[config.mk]
export PLATFORM = sky130hd
export DESIGN_NAME = main_control_fsm
export DESIGN_NICKNAME = d
export VERILOG_FILES = /design/src/rtl/risc_pkg.sv /design/src/rtl/ctrl_decode.sv /design/src/rtl/main_control_fsm.sv
export SDC_FILE = /design/constraint.sdc
export NUM_CORES = 1
export LEC_CHECK = 0
export ABC_CLOCK_PERIOD_IN_PS = 2700
export BUFFER_PORTS_ARGS = -buffer_cell sky130_fd_sc_hd__buf_2
export CORE_ASPECT_RATIO = 0.8
export CORE_MARGIN = 2
export CORE_UTILIZATION = 51
export DETAILED_ROUTE_END_ITERATION = 12
export HOLD_SLACK_MARGIN = 0.05
export PLACE_DENSITY = 0.79
export SLEW_MARGIN = 40
export SYNTH_ARGS = -nofsm -noshare
export SYNTH_HDL_FRONTEND = slang
export SYNTH_SLANG_ARGS = --single-unit
export TNS_END_PERCENT = 10
[constraint.sdc]
create_clock -name clk -period 2.7 [get_ports clk]
set_clock_uncertainty 0.05 [all_clocks]
set_input_delay 0.27 -clock clk [delete_from_list [all_inputs] [get_ports clk]]
set_output_delay 0.27 -clock clk [all_outputs]
set_load 0.1 [all_outputs]
[src/rtl/risc_pkg.sv]
// Shared definitions for the 16-bit RISC core: opcodes, controller states,
// and the encodings of the datapath steering and PC/write-back selects.
package risc_pkg;

  localparam logic [3:0] OP_AND  = 4'd0;
  localparam logic [3:0] OP_ADD  = 4'd1;
  localparam logic [3:0] OP_SUB  = 4'd2;
  localparam logic [3:0] OP_ADDI = 4'd3;
  localparam logic [3:0] OP_ANDI = 4'd4;
  localparam logic [3:0] OP_LW   = 4'd5;
  localparam logic [3:0] OP_LB   = 4'd6;
  localparam logic [3:0] OP_SW   = 4'd7;
  localparam logic [3:0] OP_BGT  = 4'd8;
  localparam logic [3:0] OP_BLT  = 4'd9;
  localparam logic [3:0] OP_BEQ  = 4'd10;
  localparam logic [3:0] OP_BNE  = 4'd11;
  localparam logic [3:0] OP_JMP  = 4'd12;
  localparam logic [3:0] OP_CALL = 4'd13;
  localparam logic [3:0] OP_RET  = 4'd14;
  localparam logic [3:0] OP_SV   = 4'd15;

  // One-hot controller states.
  typedef enum logic [5:0] {
    ST_RST = 6'b000001,
    ST_IF  = 6'b000010,
    ST_ID  = 6'b000100,
    ST_EX  = 6'b001000,
    ST_MEM = 6'b010000,
    ST_WB  = 6'b100000
  } state_e;

  typedef enum logic [1:0] {RA_RS1 = 2'b00, RA_RD = 2'b01, RA_R7 = 2'b10} ra_src_e;
  typedef enum logic [1:0] {PC_NEXT = 2'b00, PC_BTARGET = 2'b01, PC_JUMP = 2'b10, PC_RET = 2'b11} pc_src_e;
  typedef enum logic [1:0] {WB_ALU = 2'b00, WB_MEM = 2'b01, WB_NEXTPC = 2'b10} wb_data_e;
  typedef enum logic [1:0] {ALU_AND = 2'b00, ALU_ADD = 2'b01, ALU_SUB = 2'b10} alu_op_e;

  // Instruction classes: each class has its own state path.
  typedef enum logic [2:0] {
    CLS_ALU, CLS_LOAD, CLS_STORE, CLS_BRANCH, CLS_JMP, CLS_CALL, CLS_RET
  } instr_cls_e;

  typedef struct packed {
    ra_src_e  ra_src;
    logic     rb_src;
    logic     reg_dst;
    logic     ext_op;
    logic     alu_src;
    alu_op_e  alu_op;
    wb_data_e wb_data;
  } steer_t;

  localparam steer_t STEER_NONE = '{RA_RS1, 1'b0, 1'b0, 1'b0, 1'b0, ALU_AND, WB_ALU};

endpackage

[src/rtl/ctrl_decode.sv]
// Combinational opcode/mode decode: steering controls held for the whole
// instruction plus the instruction class that picks the state path.
module ctrl_decode
  import risc_pkg::*;
(
  input  logic [3:0] opcode,
  input  logic       mode,
  output steer_t     steer,
  output instr_cls_e cls
);

  // Map each opcode to its steering controls and state-path class.
  always_comb begin
    // NOTE: every output gets a default first so no path leaves it unassigned (no latch).
    steer = STEER_NONE;
    cls   = CLS_ALU;
    case (opcode)
      OP_AND:  steer.alu_op = ALU_AND;
      OP_ADD:  steer.alu_op = ALU_ADD;
      OP_SUB:  steer.alu_op = ALU_SUB;
      OP_ADDI: begin
        steer.ext_op  = 1'b1;
        steer.alu_src = 1'b1;
        steer.alu_op  = ALU_ADD;
      end
      OP_ANDI: steer.alu_src = 1'b1;
      OP_LW, OP_LB: begin
        // LB picks the extension from the mode bit; LW always sign-extends.
        steer.ext_op  = (opcode == OP_LB) ? mode : 1'b1;
        steer.alu_src = 1'b1;
        steer.alu_op  = ALU_ADD;
        steer.wb_data = WB_MEM;
        cls           = CLS_LOAD;
      end
      OP_SW: begin
        // Store data comes from the Rd field on port B.
        steer.rb_src  = 1'b1;
        steer.ext_op  = 1'b1;
        steer.alu_src = 1'b1;
        steer.alu_op  = ALU_ADD;
        cls           = CLS_STORE;
      end
      OP_BGT, OP_BLT, OP_BEQ, OP_BNE: begin
        steer.ra_src = RA_RD;
        steer.alu_op = ALU_SUB;
        cls          = CLS_BRANCH;
      end
      OP_JMP:  cls = CLS_JMP;
      OP_CALL: begin
        steer.reg_dst = 1'b1;
        steer.wb_data = WB_NEXTPC;
        cls           = CLS_CALL;
      end
      OP_RET: begin
        steer.ra_src = RA_R7;
        cls          = CLS_RET;
      end
      OP_SV: begin
        steer.alu_src = 1'b1;
        cls           = CLS_STORE;
      end
    endcase
  end

endmodule

[src/rtl/main_control_fsm.sv]
// Multi-cycle main controller: steps each instruction through IF/ID/EX/MEM/WB,
// drives stage enables, strobes and steering, and keeps bring-up counters.
module main_control_fsm
  import risc_pkg::*;
#(
  parameter int CNT_W = 16
) (
  input  logic             clk,
  input  logic             reset,
  input  logic [3:0]       opcode,
  input  logic             mode,
  input  logic             branch_cond,
  output logic             enable_IF,
  output logic             enable_ID,
  output logic             enable_EX,
  output logic             enable_MEM,
  output logic             enable_WB,
  output logic [1:0]       RAsrc,
  output logic             RBsrc,
  output logic             regDst,
  output logic             ExtOp,
  output logic             ALUsrc,
  output logic [1:0]       ALUop,
  output logic             memRd,
  output logic             memWr,
  output logic             regWr,
  output logic [1:0]       WBdata,
  output logic [1:0]       PCsrc,
  output logic [CNT_W-1:0] instr_count,
  output logic [CNT_W-1:0] cycle_count
);

  state_e           state_q, state_d;
  logic [CNT_W-1:0] instr_q, instr_d;
  logic [CNT_W-1:0] cycle_q, cycle_d;
  logic             retire;
  logic             active;
  steer_t           steer;
  instr_cls_e       cls;

  ctrl_decode u_ctrl_decode (
    .opcode (opcode),
    .mode   (mode),
    .steer  (steer),
    .cls    (cls)
  );

  // Next state, retirement on the last state of each path, counter updates.
  always_comb begin
    state_d = state_q;
    retire  = 1'b0;
    case (state_q)
      ST_RST: state_d = ST_IF;
      ST_IF:  state_d = ST_ID;
      ST_ID: begin
        if (cls inside {CLS_JMP, CLS_CALL, CLS_RET}) begin
          state_d = ST_IF;
          retire  = 1'b1;
        end else begin
          state_d = ST_EX;
        end
      end
      ST_EX: begin
        case (cls)
          CLS_BRANCH: begin
            state_d = ST_IF;
            retire  = 1'b1;
          end
          CLS_LOAD, CLS_STORE: state_d = ST_MEM;
          default:             state_d = ST_WB;
        endcase
      end
      ST_MEM: begin
        if (cls == CLS_STORE) begin
          state_d = ST_IF;
          retire  = 1'b1;
        end else begin
          state_d = ST_WB;
        end
      end
      ST_WB: begin
        state_d = ST_IF;
        retire  = 1'b1;
      end
      default: state_d = ST_RST;
    endcase
    instr_d = retire ? instr_q + CNT_W'(1) : instr_q;
    cycle_d = (state_q != ST_RST) ? cycle_q + CNT_W'(1) : cycle_q;
  end

  // State register and counters with synchronous reset.
  always_ff @(posedge clk) begin
    // NOTE: sequential state uses non-blocking assignments so all flops update together.
    if (reset) begin
      state_q <= ST_RST;
      instr_q <= '0;
      cycle_q <= '0;
    end else begin
      state_q <= state_d;
      instr_q <= instr_d;
      cycle_q <= cycle_d;
    end
  end

  assign enable_IF  = (state_q == ST_IF);
  assign enable_ID  = (state_q == ST_ID);
  assign enable_EX  = (state_q == ST_EX);
  assign enable_MEM = (state_q == ST_MEM);
  assign enable_WB  = (state_q == ST_WB);

  // Steering is forced to 0 in RST and while reset is asserted.
  assign active = !reset && (state_q != ST_RST);

  assign RAsrc  = active ? steer.ra_src  : 2'b00;
  assign RBsrc  = active && steer.rb_src;
  assign regDst = active && steer.reg_dst;
  assign ExtOp  = active && steer.ext_op;
  assign ALUsrc = active && steer.alu_src;
  assign ALUop  = active ? steer.alu_op  : 2'b00;
  assign WBdata = active ? steer.wb_data : 2'b00;

  // Single-cycle strobes, suppressed in a cycle where reset abandons the instruction.
  always_comb begin
    memRd = !reset && enable_MEM && (cls == CLS_LOAD);
    memWr = !reset && enable_MEM && (cls == CLS_STORE);
    regWr = !reset && (enable_WB || (enable_ID && cls == CLS_CALL));
    PCsrc = PC_NEXT;
    if (!reset) begin
      if (enable_ID && (cls == CLS_JMP || cls == CLS_CALL)) PCsrc = PC_JUMP;
      else if (enable_ID && cls == CLS_RET)                 PCsrc = PC_RET;
      else if (enable_EX && cls == CLS_BRANCH && branch_cond) PCsrc = PC_BTARGET;
    end
  end

  assign instr_count = instr_q;
  assign cycle_count = cycle_q;

endmodule

# Yosys cells after proc, flatten, opt, wreduce, memory -nomap -nowiden
# Cells that the tools add are included.
[word_totals] input_bits=8 regBits=38 output_inout_bits=52
[classes] n_mux=24 addsub=2 n_eq_ne=28 reduce_logical=27
[op_table] op="$add 16x1->16 const B" n=2
[op_table] op="$eq 4x4->1 const B" n=8
[op_table] op="$pmux 6 s5" n=1
[op_table] op="$pmux 3 s6" n=1
[op_table] op="$eq 4x3->1 const B" n=4
[op_table] op="$logic_and 1x1->1" n=14
[op_table] op="$mux 2" n=6
[op_table] op="$pmux 2 s2" n=3
[op_table] op="$pmux 6 s2" n=1
[op_table] op="$reduce_or 2->1" n=5
[op_table] op="$reduce_or 5->1" n=2
[op_table] op="$eq 3x3->1 const B" n=3
[op_table] op="$eq 4x2->1 const B" n=2
[op_table] op="$mux 1" n=8
[op_table] op="$eq 3x2->1 const B" n=2
[op_table] op="$eq 6x1->1 const B" n=1
[op_table] op="$eq 6x2->1 const B" n=1
[op_table] op="$eq 6x3->1 const B" n=1
[op_table] op="$eq 6x4->1 const B" n=1
[op_table] op="$eq 6x5->1 const B" n=1
[op_table] op="$eq 6x6->1 const B" n=1
[op_table] op="$mux 6" n=1
[op_table] op="$ne 6x1->1 const B" n=1
[op_table] op="$reduce_or 6->1" n=1
[op_table] op="other kinds (9)" n=10

# Longest topological paths before layout
[logic_depth] depth_word=10 depth_mapped=7 depth_no_buf=6

# Modules after synthesis
# A second synthesis with hierarchy kept.
[unflattened] hier_cells=263 hier_area_um2=2070.7
[by_module_without_submodules] module="main_control_fsm" seq_area_each_um2=760.7 area_each_um2=1906.8 instances=1 cells_each=232
[by_module_without_submodules] module="ctrl_decode" seq_area_each_um2=0.0 area_each_um2=163.9 instances=1 cells_each=31

# Worst setup path after synthesis
# OpenSTA, ideal clock, no wires.
[synth_path] path_type="reg-to-output" from="reg state_q[1]" to="out memWr" slack_ps=-2200 t_required_ps=2380 t_arrival_ps=4580 path_stages_with_launch=5 cell_sequence="dfxtp_1 > or4_4 > nor2_1 > nand2_1 > nor3_1"
[synth_between] elab_chain_len=3
[synth_lines] item="from (decl)" line_no="main_control_fsm.sv:33" text="state_e state_q, state_d;"
[synth_lines] item="from (signal assigned)" line_no="main_control_fsm.sv:99" text="state_q <= state_d;"
[synth_lines] item="$eq 6x5->1" line_no="main_control_fsm.sv:108" text="assign enable_MEM = (state_q == ST_MEM);"
[synth_lines] item="via enable_MEM" line_no="main_control_fsm.sv:16" text="output logic enable_MEM,"
[synth_lines] item="$logic_and 1x1->1 (2 in a row)" line_no="main_control_fsm.sv:125" text="memWr = !reset && enable_MEM && (cls == CLS_STORE);"
[synth_lines] item="to (decl)" line_no="main_control_fsm.sv:25" text="output logic memWr,"
# The timed path passes the listed nets, and every way through them passes these cells.

# Final worst setup path
[layout_path] from="reg state_q[3]" to="out ALUop[0]"
[layout_between] elab_chain_len=3
[layout_lines] item="$ne 6x1->1" line_no="main_control_fsm.sv:112" text="assign active = !reset && (state_q != ST_RST);"
[layout_lines] item="$logic_and 1x1->1" line_no="main_control_fsm.sv:112"
[layout_lines] item="$mux 2" line_no="main_control_fsm.sv:119" text="assign ALUop = active ? steer.alu_op : 2'b00;"
[layout_lines] item="to (decl)" line_no="main_control_fsm.sv:23" text="output logic [1:0] ALUop,"
# Every way passes these cells.

==> out/metrics.csv <==
metric;value;unit
async_flop_share;0;%
yosysTopAreaCell;dfxtp_1;
io_buffers;59;
path_cells;or4_1, or2_2, nand2b_2, nor3_1, buf_2;
hold_buffers;0;
avgSynthCellArea;8.10;um2
cts_made_buffers;5;
cts_sinks;38;
core-area;3830;um2
pwr-share-comb;29.7;%
drt_iter0_drc;161;
outcome;complete, no violations;
num_antenna_cells;0;
crit_path_start_kind;flop;
gr-total-overflow;0;
worstPathRequired;2380;ps
drive_gt1_share;29.3;%
synth_xor_area_share;6.36;%
globalplace.congestion;0.928;
finalHoldViolations;0;
dpl.hpwl;3.43;mm
fin_crit_sh;95.9;%
finalWirelength;4.69;mm
synth_nets;265;
dieArea;4580;um2
die_w;75.1;um
p_leak;0.00107;uW
synth_top_cells_by_count;dfxtp_1, nor2_1, a21oi_1, o21ai_0, nand3_1;
synth_edf_count;0;
p_switching;611;uW
yosysWarnings;0;
die_y;60.9;um
start_util;53.9;%
clock.fmax;0.386;GHz
grt.total_usage;22.0;%
clk_latency;300;ps
rows;20;
synth_top_area_share;36.8;%
synth_flop_cell;dfxtp_1;
dp_slack;301;ps
end_kind;primary output;
max_slew_margin;60.9;%
maxCapViolCount;0;
synth_top_family_by_area;simple AND/OR/NAND/NOR gates;
power_frac_seq;42.4;%
post_drt_via_cell_ratio;5.55;
multi_input_area;1250;um2
synthSimpleGateAreaFrac;33.2;%
crit_arrival;2270;ps
firstDrtPassIters;4;
grt_max_degree;39;
clkPwrFrac;27.9;%
vias;2032;
switching_share;40.6;%
cp_slowest_cell;or4_1;
ys_seq_area_share;36.8;%
dp.cells;358;
ant_nets;0;
cts_tree;built;
synth.most_common_cell;dfxtp_1;
worst_pin_slew;583;ps
grt_pass1_vias;1693;
crit_type;flop to primary output;
synth.distinct_cells;45;
antenna_found_initial;0;
layout.cells.non_filler;366;
io_pins;60;
cts_buffer_depth;2;
setup_viol;0;
setup_ws;109;ps
drv_slew;0;
cts-root-buf;clkbuf_8;
post_drt_wl_per_cell;12.8;um
syn_area;2060;um2
synth_mux_area_share;0.970;%
area_growth;22.7;%
n_fill_cell;342;
hp-class;primary input to flop;
nNetsFinal;320;
cp_max_fo;11;
synth_fa_ha_area_share;1.21;%
h-tree-depth;2;
grt_pass1_wl;7.69;mm
period_needed;2590;ps
ys_seq_elements;38;
yosys-top-cells-area;dfxtp_1, nor2_1, a21oi_1;
netlist_instances;255;
drc;0;
p_per_area;593;nW/um2
power;1500;uW
cts.clk_slew.worst_paths;80;ps
rsz0062_at_grt;false;
slowest_delay;590;ps
synth_compound_area_share;16.1;%
seqCellArea;761;um2
internal_power;892;uW
ir_worst_vdd;553;uV
what timing repair did:
action,in CTS,in global routing
gates resized for setup,1,0
setup buffers,0,0
endpoints found under the setup margin,6,0
critical path: cells and delay by family (launching register included):
kind | cells | cell delay [ps]
buffers and inverters | 1 | 290
and+or+nand+nor | 4 | 1330
DFF | 1 | 340
cells by family after synthesis:
group / after synthesis
adders and majority gates: 2
AOI/OAI and AO/OA: 52
xor gates and xnor gates: 15
buffers and inverters: 27
and+or+nand+nor: 119
DFF: 38
muxes: 2
cell usage in the layout, fill, tap and decap left out, types with 5 or more instances in the layout:
cell type | synthesis | final
or3_1 | 10 | 10
buf_2 | 2 | 59
nor3_1 | 10 | 8
xor2_1 | 7 | 7
a21oi_1 | 18 | 18
nor2_1 | 27 | 26
nand2_1 | 13 | 13
nor2b_1 | 5 | 5
o21ai_0 | 16 | 16
a31o_2 | 5 | 5
dfxtp_1 | 38 | 38
clkbuf_8 | 0 | 6
nand4_1 | 6 | 6
nand3_1 | 15 | 15
and3_1 | 5 | 5
xnor2_1 | 8 | 8
inv_1 | 14 | 14
path summary, 6_finish.rpt:
path                            slack [ps]  cells past startpoint              end             from
worst min register to register         460                      2  cycle_count[10]  cycle_count[10]
worst max-delay path                   110                      5         ALUop[0]       state_q[3]
worst min-delay path                   260                      3       state_q[4]        opcode[2]
worst max register to register         460                      6  instr_count[14]       state_q[1]
stage by stage:
step                      hold slack, ps  setup TNS, ps  utilization (%)  cell area, um2
final                                261              0             66.2            2530
after global routing                 273              0             66.2            2530
after floorplan                      374          -5460                -            2110
after global placement               436              0             63.4            2430
after CTS                            247              0             66.2            2530
after detailed placement             451              0             63.6            2440
layer usage:
metal	GRT usage (%)	share of wire, %	vias up
met1	30.6	47	928
met4	6.77	1.1	0
li1	-	-	1023
met5	0	0	-
met2	33.2	43	75
met3	6.64	8.5	6
power groups by stage:
stage          Combinational (uW)  Clock, uW  Sequential, uW
2_1_floorplan                 298          0             731
3_3_place_gp                  436          0             646
3_5_place_dp                  444          0             649
4_1_cts                       447        429             636
5_1_grt                       469        454             643
6_report                      447        420             637
final cells by class:
| type | count | share of cell area [%] |
|---|---|---|
| Clock inverter | 2 | 0.494 |
| Sequential cell | 38 | 30.0 |
| Inverter | 14 | 2.07 |
| Tap cell | 55 | 2.72 |
| Multi-Input combinational cell | 190 | 49.2 |
| Timing Repair Buffer | 61 | 12.2 |
| Clock buffer | 6 | 3.26 |
flip-flops by register name, indices dropped and copies added, names as in the netlist:
register,cells
instr_count,16
cycle_count,16
state_q,6
No activity file was read; power rests on OpenSTA's default activity.
